`config.mk`:
```
export PLATFORM = sky130hd
export DESIGN_NAME = sseg_dev
export DESIGN_NICKNAME = d
export VERILOG_FILES = /design/src/rtl/sseg_pkg.sv /design/src/rtl/sseg_hex_decode.sv /design/src/rtl/sseg_dev.sv
export SDC_FILE = /design/constraint.sdc
export NUM_CORES = 1
export LEC_CHECK = 0
export CAP_MARGIN = 20
export CELL_PAD_IN_SITES_DETAIL_PLACEMENT = 0
export CELL_PAD_IN_SITES_GLOBAL_PLACEMENT = 1
export CORE_MARGIN = 2
export CORE_UTILIZATION = 44
export CTS_CLUSTER_DIAMETER = 50
export DETAILED_ROUTE_END_ITERATION = 10
export PLACE_DENSITY = 0.82
export SETUP_SLACK_MARGIN = 0.15
export SYNTH_ARGS = -nofsm -noshare
export SYNTH_HDL_FRONTEND = slang
export SYNTH_HIERARCHICAL = 1
export SYNTH_SLANG_ARGS = --single-unit
```
`constraint.sdc`:
```
create_clock -name clk -period 4.2 [get_ports clk]
set_input_delay 0.84 -clock clk [delete_from_list [all_inputs] [get_ports clk]]
set_output_delay 0.84 -clock clk [all_outputs]
set_load 0.01 [all_outputs]
```
`src/rtl/sseg_pkg.sv`:
```
// Shared definitions for the serial seven-segment driver: frame geometry,
// controller states and the hex-to-segment table.
package sseg_pkg;

    localparam int FRAME_BITS = 64;
    localparam logic [7:0] BLANK_BYTE = 8'hFF;

    typedef enum logic [1:0] {
        IDLE  = 2'd0,
        SHIFT = 2'd1,
        DONE  = 2'd2
    } state_e;

    // Returns {g,f,e,d,c,b,a}, active-low.
    function automatic logic [6:0] hex2seg(input logic [3:0] h);
        logic [6:0] s;
        case (h)
            4'h0: s = 7'h40;
            4'h1: s = 7'h79;
            4'h2: s = 7'h24;
            4'h3: s = 7'h30;
            4'h4: s = 7'h19;
            4'h5: s = 7'h12;
            4'h6: s = 7'h02;
            4'h7: s = 7'h78;
            4'h8: s = 7'h00;
            4'h9: s = 7'h10;
            4'hA: s = 7'h08;
            4'hB: s = 7'h03;
            4'hC: s = 7'h46;
            4'hD: s = 7'h21;
            4'hE: s = 7'h06;
            default: s = 7'h0E;
        endcase
        return s;
    endfunction

endpackage

```
`src/rtl/sseg_hex_decode.sv`:
```
// One digit: hex nibble plus decimal point to an active-low segment byte,
// forced fully dark while blanked.
module sseg_hex_decode
    import sseg_pkg::*;
(
    input  logic [3:0] hex_i,
    input  logic       dp_i,
    input  logic       blank_i,
    output logic [7:0] byte_o
);

    assign byte_o = blank_i ? BLANK_BYTE : {~dp_i, hex2seg(hex_i)};

endmodule

```
`src/rtl/sseg_dev.sv`:
```
// Serial driver for the 8-digit display: captures a frame on a Start rising
// edge and shifts it MSB-first into the external shift-register chain.
module sseg_dev
    import sseg_pkg::*;
#(
    parameter int HALF_PERIOD = 4
) (
    input  logic        clk,
    input  logic        rstn,
    input  logic        Start,
    input  logic        flash,
    input  logic [31:0] Hexs,
    input  logic [7:0]  point,
    input  logic [7:0]  LES,
    output logic        seg_clk,
    output logic        seg_clrn,
    output logic        seg_sout,
    output logic        SEG_PEN
);

    localparam int DIV_W = $clog2(HALF_PERIOD) + 1;
    localparam logic [DIV_W-1:0] HALF_END = DIV_W'(HALF_PERIOD - 1);
    localparam logic [DIV_W-1:0] FULL_END = DIV_W'(2 * HALF_PERIOD - 1);
    localparam logic [5:0]       LAST_BIT = 6'(FRAME_BITS - 1);

    logic [FRAME_BITS-1:0] cap_w;

    for (genvar i = 0; i < 8; i++) begin : g_digit
        sseg_hex_decode u_dec (
            .hex_i   (Hexs[4*i+3:4*i]),
            .dp_i    (point[i]),
            .blank_i (LES[i] & flash),
            .byte_o  (cap_w[8*i+7:8*i])
        );
    end

    state_e                state_q, state_d;
    logic                  start_s1_q, start_s2_q;
    logic [FRAME_BITS-1:0] frame_q, frame_d;
    logic [DIV_W-1:0]      div_q, div_d;
    logic [5:0]            bit_q, bit_d;
    logic                  clk_q, clk_d;
    logic                  sout_q, sout_d;
    logic                  pen_q, pen_d;
    logic                  clrn_q;
    logic                  start_edge;

    // Edge is seen one cycle after Start is first sampled high, so capture
    // lands on the following clk edge.
    assign start_edge = start_s1_q & ~start_s2_q;

    always_comb begin
        state_d = state_q;
        frame_d = frame_q;
        div_d   = div_q;
        bit_d   = bit_q;
        clk_d   = clk_q;
        sout_d  = sout_q;
        pen_d   = pen_q;
        case (state_q)
            IDLE: begin
                if (start_edge) begin
                    state_d = SHIFT;
                    frame_d = cap_w;
                    sout_d  = cap_w[FRAME_BITS-1];
                    div_d   = '0;
                    bit_d   = '0;
                    clk_d   = 1'b0;
                    pen_d   = 1'b0;
                end
            end
            SHIFT: begin
                div_d = div_q + DIV_W'(1);
                if (div_q == HALF_END) clk_d = 1'b1;
                if (div_q == FULL_END) begin
                    div_d = '0;
                    clk_d = 1'b0;
                    if (bit_q == LAST_BIT) begin
                        state_d = DONE;
                        sout_d  = 1'b0;
                        pen_d   = 1'b1;
                    end else begin
                        bit_d   = bit_q + 6'd1;
                        frame_d = {frame_q[FRAME_BITS-2:0], 1'b0};
                        sout_d  = frame_q[FRAME_BITS-2];
                    end
                end
            end
            DONE:    state_d = IDLE;
            default: state_d = IDLE;
        endcase
    end

    always_ff @(posedge clk or negedge rstn) begin
        if (!rstn) begin
            state_q    <= IDLE;
            start_s1_q <= 1'b0;
            start_s2_q <= 1'b0;
            div_q      <= '0;
            bit_q      <= '0;
            clk_q      <= 1'b0;
            sout_q     <= 1'b0;
            pen_q      <= 1'b0;
            clrn_q     <= 1'b0;
        end else begin
            state_q    <= state_d;
            start_s1_q <= Start;
            start_s2_q <= start_s1_q;
            div_q      <= div_d;
            bit_q      <= bit_d;
            clk_q      <= clk_d;
            sout_q     <= sout_d;
            pen_q      <= pen_d;
            clrn_q     <= 1'b1;
        end
    end

    always_ff @(posedge clk) begin
        frame_q <= frame_d;
    end

    assign seg_clk  = clk_q;
    assign seg_sout = sout_q;
    assign seg_clrn = clrn_q;
    assign SEG_PEN  = pen_q;

endmodule

```
==> flow_summary.ini <==
[status]
status = finished, final reports clean

[power_and_ir_drop]
power.density_nw_per_um2 = 376.0
sw_frac_of_total = 0.2929
leakage_nw = 2.956
comb_power_share = 0.229
switching_power_mw = 0.7435
seqPwrFrac = 0.457
power_frac_clock = 0.314
peakVddDrop_mv = 0.2284
intPower_mw = 1.795

[route]
totalWireLength_um = 12170
drtPass1Iterations = 5
vias = 4718
route.detailed.drc = 0
routed_via_density = 5.272
routedWlPerCell_um = 13.59
ant_nets = 0
drt-initial-drc-count = 421

[final_layout]
fin_util = 0.5160
nFillCells = 1222
final_net_count = 827
area_growth_pct = 15.52
num_antenna_cells = 0
drive_above_1_share = 0.03894
multi_input_area_um2 = 3154
regArea_um2 = 2317

[floorplanning]
io_pins = 56
initial_utilization = 0.4466
die-height_um = 119.3
die_area_um2 = 14220
row_count = 42
coreArea_um2 = 13090
die_w_um = 119.3

[sta]
skew_ns = 0.008806
tns_ns = 0
worst_pin_slew_ns = 0.7580
grt_setup_unrepaired = no
slew_headroom = 0.4931
hold_viol_final = 0
period_minus_slack_ns = 2.679
setup-violations-final = 0
maxSlewViolCount = 0
period_share = 0.6379
fmax_mhz = 373.3
postLayoutSetupSlackWorst_ns = 1.521

[logic_synthesis]
synth_xor_area_frac = 0
postSynth.asyncResetShare = 0.2125
yosysTopAreaCellShare = 0.3237
ys_seq_area_frac = 0.3965
yosysWarnings = 6
synth_edf_count = 63
synth_flop_cell = edfxtp_1
yosysMostFrequentCell = nand2_1
synth-compound-area-share = 0.1640
syn-instance-count = 683
synth_common_cells = nand2_1 (214), edfxtp_1 (63), ha_1 (61)
syn_area_per_cell_um2 = 8.557
synth_top_area_cell = edfxtp_1
yosys-top-cells-area = edfxtp_1 (32%), nand2_1 (14%), ha_1 (13%)
synth_mux_area_frac = 0.03661
synth.distinct_cells = 41
syn-cell-area_um2 = 5844
synth_adder_area_share = 0.1306
yosys.area_share.simple = 0.2049
syn_nets = 796
synth_top_family_by_area = simple AND/OR/NAND/NOR gates
synth-seq-cells = 80

[cts]
path_clk_slew_ns = 0.06
clock_sinks = 80
cts_hold_buf = 0
cts_root_buffer = clkbuf_16
htree_levels = 3
clock_latency_ns = 0.34
cts_tree = built
numCtsBuffers = 9
cts_buffer_depth = 2
post-cts-setup-buffers = 0
post_cts_resized = 0

[critical_path]
worstSetupPathType = register to register
critPathCaptureType = register
cp.arrival_ns = 2.65
worst_setup_path_start_kind = register
cp.required_ns = 4.17
path_max_fanout = 59

[placement]
routabilityCongestion = 0.8248
dp_hpwl_um = 8537
portBuffers = 55
place_ws_ns = 1.285

[global_route]
grt_max_degree = 68
grt_usage = 0.1793
grt.overflow.total = 0
grt_pass1_vias = 4574
antenna_found_initial = 0
grt_first_pass_wirelength_um = 21070

[run]
max_cap_violations = 0

[worst_hold_path]
worstHoldPathType = register to register
## power by group through the flow
stage / Clock (mW) / Sequential (mW) / Combinational (mW)
CTS: 0.814 / 1.16 / 0.590
finish: 0.796 / 1.16 / 0.581
detailed placement: 0 / 1.18 / 0.586
floorplan: 0 / 1.17 / 0.394
global placement: 0 / 1.17 / 0.565
global route: 0.851 / 1.18 / 0.671
## layer usage
layer	GRT usage	up-vias	routed length [um]
met5	0	-	0
met4	0.06548	0	248
met3	0.02778	22	451
met2	0.2985	99	5842
met1	0.2362	2196	5624
li1	-	2401	-
## layout by cell type (no fill, tap or decap), types with 4 or more instances in the layout
cell type | netlist | final
o21ai_0 | 41 | 41
a31oi_1 | 40 | 40
a21oi_1 | 15 | 15
nand2_1 | 214 | 213
nand2b_1 | 16 | 16
and2_1 | 8 | 8
clkdlybuf4s50_1 | 0 | 55
mux2i_1 | 18 | 18
edfxtp_1 | 63 | 63
dfrtp_1 | 17 | 17
nor2b_1 | 11 | 11
clkbuf_16 | 0 | 9
ha_1 | 61 | 61
o21a_1 | 7 | 7
a311o_1 | 8 | 8
a21boi_0 | 7 | 7
nor3_1 | 4 | 4
a2111oi_0 | 14 | 14
nor2_1 | 26 | 25
inv_1 | 49 | 49
## sequential cells by signal, summed over array words and instances, names as in the netlist
signal and flops:
SEG_PEN 1, bit_q 6, div_q 3, frame_q 63
seg_clk 1, seg_clrn 1, seg_sout 1, start_s1_q 1
start_s2_q 1, state_q 2
## per-stage QoR
stage,cell area [um2],hold WS [ns],cells,total power [mW]
detailed placement,6449,0.3922,879,1.763
floorplan,5844,0.3597,683,1.564
CTS,6751,0.4061,895,2.566
global route,6751,0.4210,895,2.702
finish,6751,0.3998,895,2.538
global placement,6449,0.3886,879,1.735
## final cells by class
class / count / area share
repair buffers: 58 / 0.08488
clock inverters: 7 / 0.01149
clock buffers: 9 / 0.03336
multi-input cells: 516 / 0.4672
well taps: 176 / 0.03262
flip-flops and latches: 80 / 0.3432
inverters: 49 / 0.02724
## worst paths after layout
check | start | endpoint | slack [ns] | cells past startpoint
min reg2reg | start_s1_q$_DFF_PN0_ | start_s2_q$_DFF_PN0_ | 0.40 | 0
max reg2reg | div_q[0]$_DFFE_PN0P_ | frame_q[16]$_DFFE_PP_ | 1.52 | 6
max in group asynchronous | rstn | bit_q[4]$_DFFE_PN0P_ | 2.77 | 1
max | div_q[0]$_DFFE_PN0P_ | frame_q[16]$_DFFE_PP_ | 1.52 | 6
min in group asynchronous | rstn | div_q[1]$_DFFE_PN0P_ | 0.95 | 1
min | start_s1_q$_DFF_PN0_ | start_s2_q$_DFF_PN0_ | 0.40 | 0
## logic make-up (layout without fill, tap and decap cells)
group / Yosys count / after routing
muxes: 21 / 21
buffers and inverters: 87 / 123
DFF: 80 / 80
and+or+nand+nor: 288 / 288
other: 1 / 1
adders and majority gates: 61 / 61
AOI/OAI and AO/OA: 145 / 145
## worst max-delay path: stages, from the launching register on
cell and delay (ns):
dfrtp_1 0.36, ha_1 0.21, ha_1 0.27, nand2_1 0.17, a21oi_4 0.26, a21boi_4 0.34, buf_4 0.65
Note: power is estimated with default switching activity, not from simulation.
